===== src/rtl/mc_ctrl_fsm.sv =====
// Main sequencing FSM for the multi-cycle MIPS core: drives datapath selects and
// enables, handshakes with memory, flags illegal opcodes and counts retirements.
module mc_ctrl_fsm #(
    parameter int CNT_W = 32
) (
    input  logic             clk,
    input  logic             rst_n,
    input  logic [5:0]       opcode,
    input  logic             halt,
    input  logic             mem_ready,
    output logic             mem_req,
    output logic             mem_we,
    output logic             iord,
    output logic             ir_write,
    output logic             pc_write,
    output logic             branch,
    output logic [1:0]       pc_src,
    output logic             alu_src_a,
    output logic [1:0]       alu_src_b,
    output logic [1:0]       alu_op,
    output logic             reg_dst,
    output logic             mem_to_reg,
    output logic             reg_write,
    output logic             retire,
    output logic             illegal_op,
    output logic [CNT_W-1:0] instret,
    output logic [3:0]       state
);

    typedef enum logic [3:0] {
        S_IDLE   = 4'd0,
        S_FETCH  = 4'd1,
        S_DECODE = 4'd2,
        S_MEMADR = 4'd3,
        S_MEMRD  = 4'd4,
        S_MEMWB  = 4'd5,
        S_MEMWR  = 4'd6,
        S_EXEC   = 4'd7,
        S_ALUWB  = 4'd8,
        S_BRANCH = 4'd9,
        S_ADDIEX = 4'd10,
        S_ADDIWB = 4'd11,
        S_JUMP   = 4'd12
    } state_t;

    localparam logic [5:0] OP_RTYPE = 6'b000000;
    localparam logic [5:0] OP_LW    = 6'b100011;
    localparam logic [5:0] OP_SW    = 6'b101011;
    localparam logic [5:0] OP_BEQ   = 6'b000100;
    localparam logic [5:0] OP_ADDI  = 6'b001000;
    localparam logic [5:0] OP_J     = 6'b000010;

    state_t             r_state;
    state_t             w_next;
    state_t             w_boundary;
    logic               r_illegal;
    logic [CNT_W-1:0]   r_instret;
    logic               w_set_illegal;

    // halt is sampled only where an instruction ends
    assign w_boundary = halt ? S_IDLE : S_FETCH;

    always_comb begin
        w_next        = r_state;
        w_set_illegal = 1'b0;
        mem_req       = 1'b0;
        mem_we        = 1'b0;
        iord          = 1'b0;
        ir_write      = 1'b0;
        pc_write      = 1'b0;
        branch        = 1'b0;
        pc_src        = 2'b00;
        alu_src_a     = 1'b0;
        alu_src_b     = 2'b00;
        alu_op        = 2'b00;
        reg_dst       = 1'b0;
        mem_to_reg    = 1'b0;
        reg_write     = 1'b0;
        retire        = 1'b0;
        case (r_state)
            S_IDLE: w_next = w_boundary;
            S_FETCH: begin
                mem_req   = 1'b1;
                alu_src_b = 2'b01;
                if (mem_ready) begin
                    ir_write = 1'b1;
                    pc_write = 1'b1;
                    w_next   = S_DECODE;
                end
            end
            S_DECODE: begin
                alu_src_b = 2'b11;
                case (opcode)
                    OP_LW, OP_SW: w_next = S_MEMADR;
                    OP_RTYPE:     w_next = S_EXEC;
                    OP_BEQ:       w_next = S_BRANCH;
                    OP_ADDI:      w_next = S_ADDIEX;
                    OP_J:         w_next = S_JUMP;
                    default: begin
                        w_set_illegal = 1'b1;
                        w_next        = w_boundary;
                    end
                endcase
            end
            S_MEMADR: begin
                alu_src_a = 1'b1;
                alu_src_b = 2'b10;
                w_next    = (opcode == OP_SW) ? S_MEMWR : S_MEMRD;
            end
            S_MEMRD: begin
                mem_req = 1'b1;
                iord    = 1'b1;
                if (mem_ready) w_next = S_MEMWB;
            end
            S_MEMWB: begin
                reg_write  = 1'b1;
                mem_to_reg = 1'b1;
                retire     = 1'b1;
                w_next     = w_boundary;
            end
            S_MEMWR: begin
                mem_req = 1'b1;
                mem_we  = 1'b1;
                iord    = 1'b1;
                if (mem_ready) begin
                    retire = 1'b1;
                    w_next = w_boundary;
                end
            end
            S_EXEC: begin
                alu_src_a = 1'b1;
                alu_op    = 2'b10;
                w_next    = S_ALUWB;
            end
            S_ALUWB: begin
                reg_write = 1'b1;
                reg_dst   = 1'b1;
                retire    = 1'b1;
                w_next    = w_boundary;
            end
            S_BRANCH: begin
                alu_src_a = 1'b1;
                alu_op    = 2'b01;
                branch    = 1'b1;
                pc_src    = 2'b01;
                retire    = 1'b1;
                w_next    = w_boundary;
            end
            S_ADDIEX: begin
                alu_src_a = 1'b1;
                alu_src_b = 2'b10;
                w_next    = S_ADDIWB;
            end
            S_ADDIWB: begin
                reg_write = 1'b1;
                retire    = 1'b1;
                w_next    = w_boundary;
            end
            S_JUMP: begin
                pc_write = 1'b1;
                pc_src   = 2'b10;
                retire   = 1'b1;
                w_next   = w_boundary;
            end
            default: w_next = S_IDLE;
        endcase
    end

    always_ff @(posedge clk) begin
        if (!rst_n) begin
            r_state   <= S_IDLE;
            r_illegal <= 1'b0;
            r_instret <= '0;
        end else begin
            r_state <= w_next;
            if (w_set_illegal) r_illegal <= 1'b1;
            if (retire)        r_instret <= r_instret + CNT_W'(1);
        end
    end

    assign illegal_op = r_illegal;
    assign instret    = r_instret;
    assign state      = r_state;

endmodule


===== config.mk =====
export PLATFORM = sky130hd
export DESIGN_NAME = mc_ctrl_fsm
export DESIGN_NICKNAME = d
export VERILOG_FILES = /design/src/rtl/mc_ctrl_fsm.sv
export SDC_FILE = /design/constraint.sdc
export NUM_CORES = 1
export LEC_CHECK = 0
export CAP_MARGIN = 40
export CORE_MARGIN = 2
export CORE_UTILIZATION = 45
export CTS_CLUSTER_DIAMETER = 150
export DETAILED_ROUTE_END_ITERATION = 12
export GPL_ROUTABILITY_DRIVEN = 0
export PLACE_DENSITY_LB_ADDON = 0.12
export SLEW_MARGIN = 0
export SYNTH_ARGS = -nofsm -noshare
export SYNTH_HDL_FRONTEND = slang
export SYNTH_SLANG_ARGS = --single-unit

===== constraint.sdc =====
create_clock -name clk -period 2.64 [get_ports clk]
set_input_delay 0.528 -clock clk [delete_from_list [all_inputs] [get_ports clk]]
set_output_delay 0.528 -clock clk [all_outputs]
set_load 0.03 [all_outputs]

==> impl_metrics.json, run 1 <==
{
  "status": "completed",
  "synth_simple_gate_area_share_pct": 26.64,
  "ys_seq_area_share_pct": 34.58,
  "h-tree-depth": 2,
  "hpwl_mm": 3.760,
  "numPortBuffers": 63,
  "final_common_cell": "clkdlybuf4s50_1",
  "synth-compound-area-share_pct": 22.96,
  "synthXorXnorAreaFrac_pct": 9.404,
  "firstDrtPassIters": 5,
  "cts_root_buffer": "clkbuf_8",
  "hold_viol": 0,
  "postCtsHoldBufs": 0,
  "dieHeight_um": 73.00,
  "synth_top_family_by_area": "simple AND/OR/NAND/NOR gates",
  "grt_pass1_wl_mm": 8.970,
  "cp_top_family": "buffers and inverters",
  "cts.sinks": 37,
  "cts_tree": "yes",
  "layout_setup_ws_ns": 0.08867,
  "dieArea_sq_mm": 0.005328,
  "clkTransAtPathRegs_ns": 0.07,
  "finalSetupViolCount": 0,
  "path_max_fanout": 12,
  "cts_buffer_depth": 2,
  "p_total_uw": 1146,
  "boundaryPins": 64,
  "cp.required_ns": 2.11,
  "synth_warnings": 0,
  "synthFlopType": "dfxtp_1",
  "grt_start_max_net_pins": 22,
  "start_util_pct": 45.96,
  "drv_slew": 0,
  "drt_iter0_drc": 96,
  "core-area_sq_mm": 0.004661,
  "min_period_over_period_pct": 96.64,
  "peakVddDrop_mv": 0.3248,
  "fin_nets": 348,
  "crit_path_cell_trace": "clkdlybuf4s50_1 -> nand3b_1 -> a21o_1 -> buf_4 -> nand2_1 -> buf_4",
  "ys_ff_latch": 37,
  "synth_edf_count": 0,
  "cpPeakStageDelay_ns": 0.63,
  "syn_avg_cell_area_sq_um": 7.818,
  "synthAdderAreaFrac_pct": 1.051,
  "synthToLayoutAreaGrowth_pct": 36.39,
  "cts_buffers": 5,
  "period_minus_slack_ns": 2.551,
  "startpoint_type": "input port",
  "drive_above_1_share_pct": 8.012,
  "path_buf_inv": 3,
  "critical_path.slowest_cell": "clkdlybuf4s50_1",
  "maxSlewHeadroom_pct": 64.06,
  "rows": 25,
  "worstSetupEndpointType": "primary output",
  "grt_setup_unrepaired": "no",
  "grt_pass1_vias": 1931,
  "die_x_um": 73.00,
  "antenna_found_initial": 0,
  "routed_wl_mm": 5.366,
  "synthMuxAreaShare_pct": 0,
  "final_cell_mix": "clkdlybuf4s50_1, dfxtp_1, nor2_1",
  "synthesis.nets": 285,
  "wl_per_cell_um": 13.72,
  "pwr_density_cell_mw_per_mm2": 392.4,
  "vias_per_cell": 5.744,
  "cpMostUsedCell": "buf_4",
  "antenna_left": 0,
  "p_leak_uw": 0.0009540,
  "pre_cts_ws_ns": -0.05331,
  "cap_violations": 0,
  "worstSkewPairLatency_ns": 0.29,
  "drc": 0,
  "synth_cell_types": 43,
  "crit_type": "in -> out",
  "syn_inst": 274,
  "gr-total-overflow": 0,
  "vias": 2246,
  "crit_arrival_ns": 2.02,
  "tightest_slew_ns": 0.5255,
  "hp-class": "reg -> reg",
  "diodes": 0,
  "grtUsageTotal_pct": 21.10,
  "async_flop_share_pct": 0,
  "clock_skew_ns": 0.006825,
  "max_freq_ghz": 0.3920,
  "synth_area_sq_mm": 0.002142
}
[final timing paths]
kind                                 start     endpoint  slack, ns  cells after the start
worst max-delay path             mem_ready       retire       0.09                      6
worst min-delay path            illegal_op   illegal_op       0.48                      2
worst max register to register    state[0]  instret[31]       0.46                      5
worst min register to register  illegal_op   illegal_op       0.48                      2
[layer usage]
| metal | wire (um) | GRT usage (%) | up-vias | part of all wire, % |
|---|---|---|---|---|
| li1 | - | - | 1124 | - |
| met1 | 2535 | 28.73 | 1044 | 47 |
| met2 | 2462 | 32.93 | 69 | 46 |
| met3 | 282 | 4.282 | 9 | 5.3 |
| met4 | 85 | 7.819 | 0 | 1.6 |
| met5 | 0 | 0 | - | 0 |
[cell families (layout without fill, tap and decap cells)]
kind of cell / count (synthesis) / count (layout)
flip-flops: 37 / 37
AND/OR/NAND/NOR: 111 / 111
XOR/XNOR: 23 / 23
AO/OA/AOI/OAI: 75 / 75
buffers and inverters: 26 / 89
adder cells (fa/ha/maj): 2 / 2
[stage by stage]
step / utilization, % / hold WS, ns / std cells / setup TNS [ns] / instance area, sq um
floorplan: - / 0.6042 / 274 / 0 / 2147
global placement: 60.72 / 0.4597 / 384 / 0 / 2830
detailed placement: 60.72 / 0.4699 / 384 / -0.07409 / 2830
CTS: 62.63 / 0.4905 / 391 / 0 / 2919
global route: 62.68 / 0.5358 / 391 / 0 / 2922
finish: 62.68 / 0.4792 / 391 / 0 / 2922
[state kept, by name (all words and copies together) (netlist names)]
register	count
illegal_op	1
instret	32
state	4
[synth_stat cells (2+ instances only)]
master	count	share of area [%]
a21o_1	2	0.70
nor4_1	3	0.88
a31oi_1	4	1.2
buf_2	2	0.47
nor2_1	31	5.4
xor2_1	2	0.82
and3_1	7	2.0
o21ai_0	17	4.0
a2111o_1	2	1.1
xnor2_1	21	8.6
buf_4	2	0.70
a31o_2	2	0.82
nand4_1	5	1.5
clkbuf_1	10	1.8
nand3_1	10	2.3
inv_1	10	1.8
dfxtp_1	37	35
a21oi_1	21	4.9
o211ai_1	2	0.70
nand2b_1	6	1.8
and4_1	3	1.2
a211oi_1	8	2.8
nand2_1	21	3.7
nor3_1	9	2.1
o31ai_1	2	0.70
a2111oi_0	9	3.7
or3_1	10	2.9
[report_power, final]
part / total [uW] / internal [uW] / switching [uW] / leakage, uW
combinational: 166 / 68.5 / 97.6 / 0.000611
sequential: 571 / 563 / 7.95 / 0.000299
clock: 409 / 206 / 203 / 0.0000433
total: 1150 / 838 / 309 / 0.000954
[area by class of cell]
cell class,count,area [sq um]
Timing Repair Buffer,72,691.9
Inverter,10,37.54
Tap cell,54,67.56
Fill cell,432,1739
Clock inverter,1,7.507
Sequential cell,37,743.2
Multi-Input combinational cell,211,1291
Clock buffer,6,82.58
[worst min-delay path: stages (launching register included)]
cell	delay, ns
dfxtp_1	0.33
a31oi_1	0.05
nor2_1	0.07
[timing repair]
action | in CTS | in global routing
buffers inserted | 0 | 0
gates resized for setup | 1 | 2
setup endpoints to repair | 1 | 10
No activity file was read; power rests on OpenSTA's default activity.
==> inputs of run 2 (changes only) <==
--- a/config.mk
+++ b/config.mk
@@ -9,6 +9,7 @@
 export CORE_MARGIN = 2
 export CORE_UTILIZATION = 45
 export CTS_CLUSTER_DIAMETER = 150
+export CTS_CLUSTER_SIZE = 20
 export DETAILED_ROUTE_END_ITERATION = 12
 export GPL_ROUTABILITY_DRIVEN = 0
 export PLACE_DENSITY_LB_ADDON = 0.12
==> results of run 2 <==
The final DEF is identical to that of run 1; final timing and power are the same.
==> inputs of run 3 (changes only) <==
--- a/config.mk
+++ b/config.mk
@@ -6,14 +6,14 @@
 export NUM_CORES = 1
 export LEC_CHECK = 0
 export CAP_MARGIN = 40
-export CORE_MARGIN = 2
+export CORE_MARGIN = 3
 export CORE_UTILIZATION = 45
 export CTS_CLUSTER_DIAMETER = 150
 export CTS_CLUSTER_SIZE = 20
 export DETAILED_ROUTE_END_ITERATION = 12
 export GPL_ROUTABILITY_DRIVEN = 0
 export PLACE_DENSITY_LB_ADDON = 0.12
-export SLEW_MARGIN = 0
+export SLEW_MARGIN = 20
 export SYNTH_ARGS = -nofsm -noshare
 export SYNTH_HDL_FRONTEND = slang
 export SYNTH_SLANG_ARGS = --single-unit
==> impl_metrics.json, run 3 (synthesis gave the netlist of run 1 again) <==
{
  "drt_iter0_drc": 135,
  "crit_path_cell_trace": "nand2b_1 -> a211oi_1 -> clkdlybuf4s50_1",
  "pre_cts_ws_ns": 0.1113,
  "start_util_pct": 47.87,
  "dieArea_sq_mm": 0.005624,
  "period_minus_slack_ns": 2.426,
  "n_fill_cell": 413,
  "layout_setup_ws_ns": 0.2140,
  "hp-class": "reg -> reg",
  "grtUsageTotal_pct": 20.41,
  "gr-total-overflow": 0,
  "fin_util_pct": 65.02,
  "path_max_fanout": 7,
  "antenna_left": 0,
  "r2r-start": "state[2]",
  "p_leak_uw": 0.0009668,
  "firstDrtPassIters": 4,
  "final_cell_mix": "clkdlybuf4s50_1, dfxtp_1, nor2_1",
  "cts.sinks": 37,
  "status": "completed",
  "pwr_density_cell_mw_per_mm2": 382.3,
  "crit_arrival_ns": 1.90,
  "hpwl_mm": 3.875,
  "drv_slew": 0,
  "cts_resized": 0,
  "synthToLayoutAreaGrowth_pct": 35.81,
  "cts_buffers": 5,
  "cpPeakStageDelay_ns": 0.72,
  "fin_nets": 348,
  "vias_per_cell": 5.654,
  "diodes": 0,
  "core-area_sq_mm": 0.004474,
  "wl_per_cell_um": 13.76,
  "drc": 0,
  "peakVddDrop_mv": 0.2832,
  "worstSkewPairLatency_ns": 0.29,
  "numPortBuffers": 63,
  "vias": 2205,
  "largest_reg_flops": 32,
  "die_x_um": 75.00,
  "boundaryPins": 64,
  "grt_pass1_vias": 1976,
  "cts_root_buffer": "clkbuf_8",
  "final_common_cell": "clkdlybuf4s50_1",
  "tightest_slew_ns": 0.5315,
  "routed_wl_mm": 5.368,
  "dieHeight_um": 75.00,
  "hold_viol": 0,
  "grt_start_max_net_pins": 33,
  "h-tree-depth": 2,
  "rows": 24,
  "cap_violations": 0,
  "fin_cells": 390,
  "finalSetupViolCount": 0,
  "antenna_found_initial": 0,
  "startpoint": "state[1]",
  "cts_buffer_depth": 2,
  "hp-start": "instret[31]",
  "grt_setup_unrepaired": "no",
  "crit_type": "reg -> out",
  "path_buf_inv": 1,
  "fin_setup_tns_ns": 0,
  "grt_pass1_wl_mm": 9.032,
  "critical_path.slowest_cell": "clkdlybuf4s50_1",
  "max_freq_ghz": 0.4122,
  "drive_above_1_share_pct": 7.396,
  "cts_setup_buffers": 0,
  "worstSetupEndpointType": "primary output",
  "cts_tree": "yes",
  "startpoint_type": "flop",
  "clock_skew_ns": 0.003709,
  "cp_top_family": "buffers and inverters",
  "maxSlewHeadroom_pct": 63.65,
  "dpl.cell_count": 382,
  "cp.required_ns": 2.11,
  "min_period_over_period_pct": 91.89,
  "clkTransAtPathRegs_ns": 0.06,
  "postCtsHoldBufs": 0
}
[run 3: changes by cell type in the layout (fill, tap and decap cells not counted)]
cell / before / now
buf_4: 11 / 12
clkbuf_1: 0 / 3
clkbuf_8: 6 / 5
clkdlybuf4s50_1: 60 / 59
clkinvlp_4: 1 / 0
dfxtp_1: 35 / 36
dfxtp_2: 2 / 1
dlygate4sd2_1: 1 / 0
dlymetal6s2s_1: 0 / 1
[run 3: layout make-up]
cell class / count / area, sq um / area share, %
inverter: 10 / 37.54 / 1.290
multi-input combinational: 211 / 1291 / 44.39
clock buffer: 8 / 80.08 / 2.753
timing repair buffer: 72 / 693.2 / 23.83
tap: 52 / 65.06 / 2.237
sequential: 37 / 742.0 / 25.51
[run 3: worst min-delay path, stage by stage (launching register included)]
cell and delay (ns):
dfxtp_1 0.32, o31ai_1 0.06, a21oi_1 0.06
[run 3: final timing paths]
path | cells after the start | slack, ns | to
setup / recovery | 3 | 0.21 | alu_src_b[0]
hold / removal | 2 | 0.48 | instret[31]
setup reg to reg | 6 | 0.50 | instret[31]
hold reg to reg | 2 | 0.48 | instret[31]
[run 3: layer usage]
metal  up-vias  routed length [um]  track usage (%)
met5         -                   0                0
met4         0                  85            7.708
met3         9                 326            4.005
met2        67                2382            31.04
met1      1010                2572            28.55
li1       1119                   -                -
[run 3: stage by stage]
step | total power, uW | area, sq um | hold WS [ns]
final | 1112 | 2909 | 0.4819
after global routing | 1166 | 2909 | 0.5242
after CTS | 1131 | 2905 | 0.4897
after global placement | 750.7 | 2825 | 0.4717
after detailed placement | 752.9 | 2825 | 0.4783
after floorplan | 682.4 | 2147 | 0.6042
[run 3: power breakdown]
group / internal, uW / total, uW / switching (uW) / leakage (uW)
Combinational: 71.2 / 171 / 100 / 0.000628
Sequential: 563 / 569 / 6.24 / 0.000299
Clock: 187 / 372 / 184 / 0.0000395
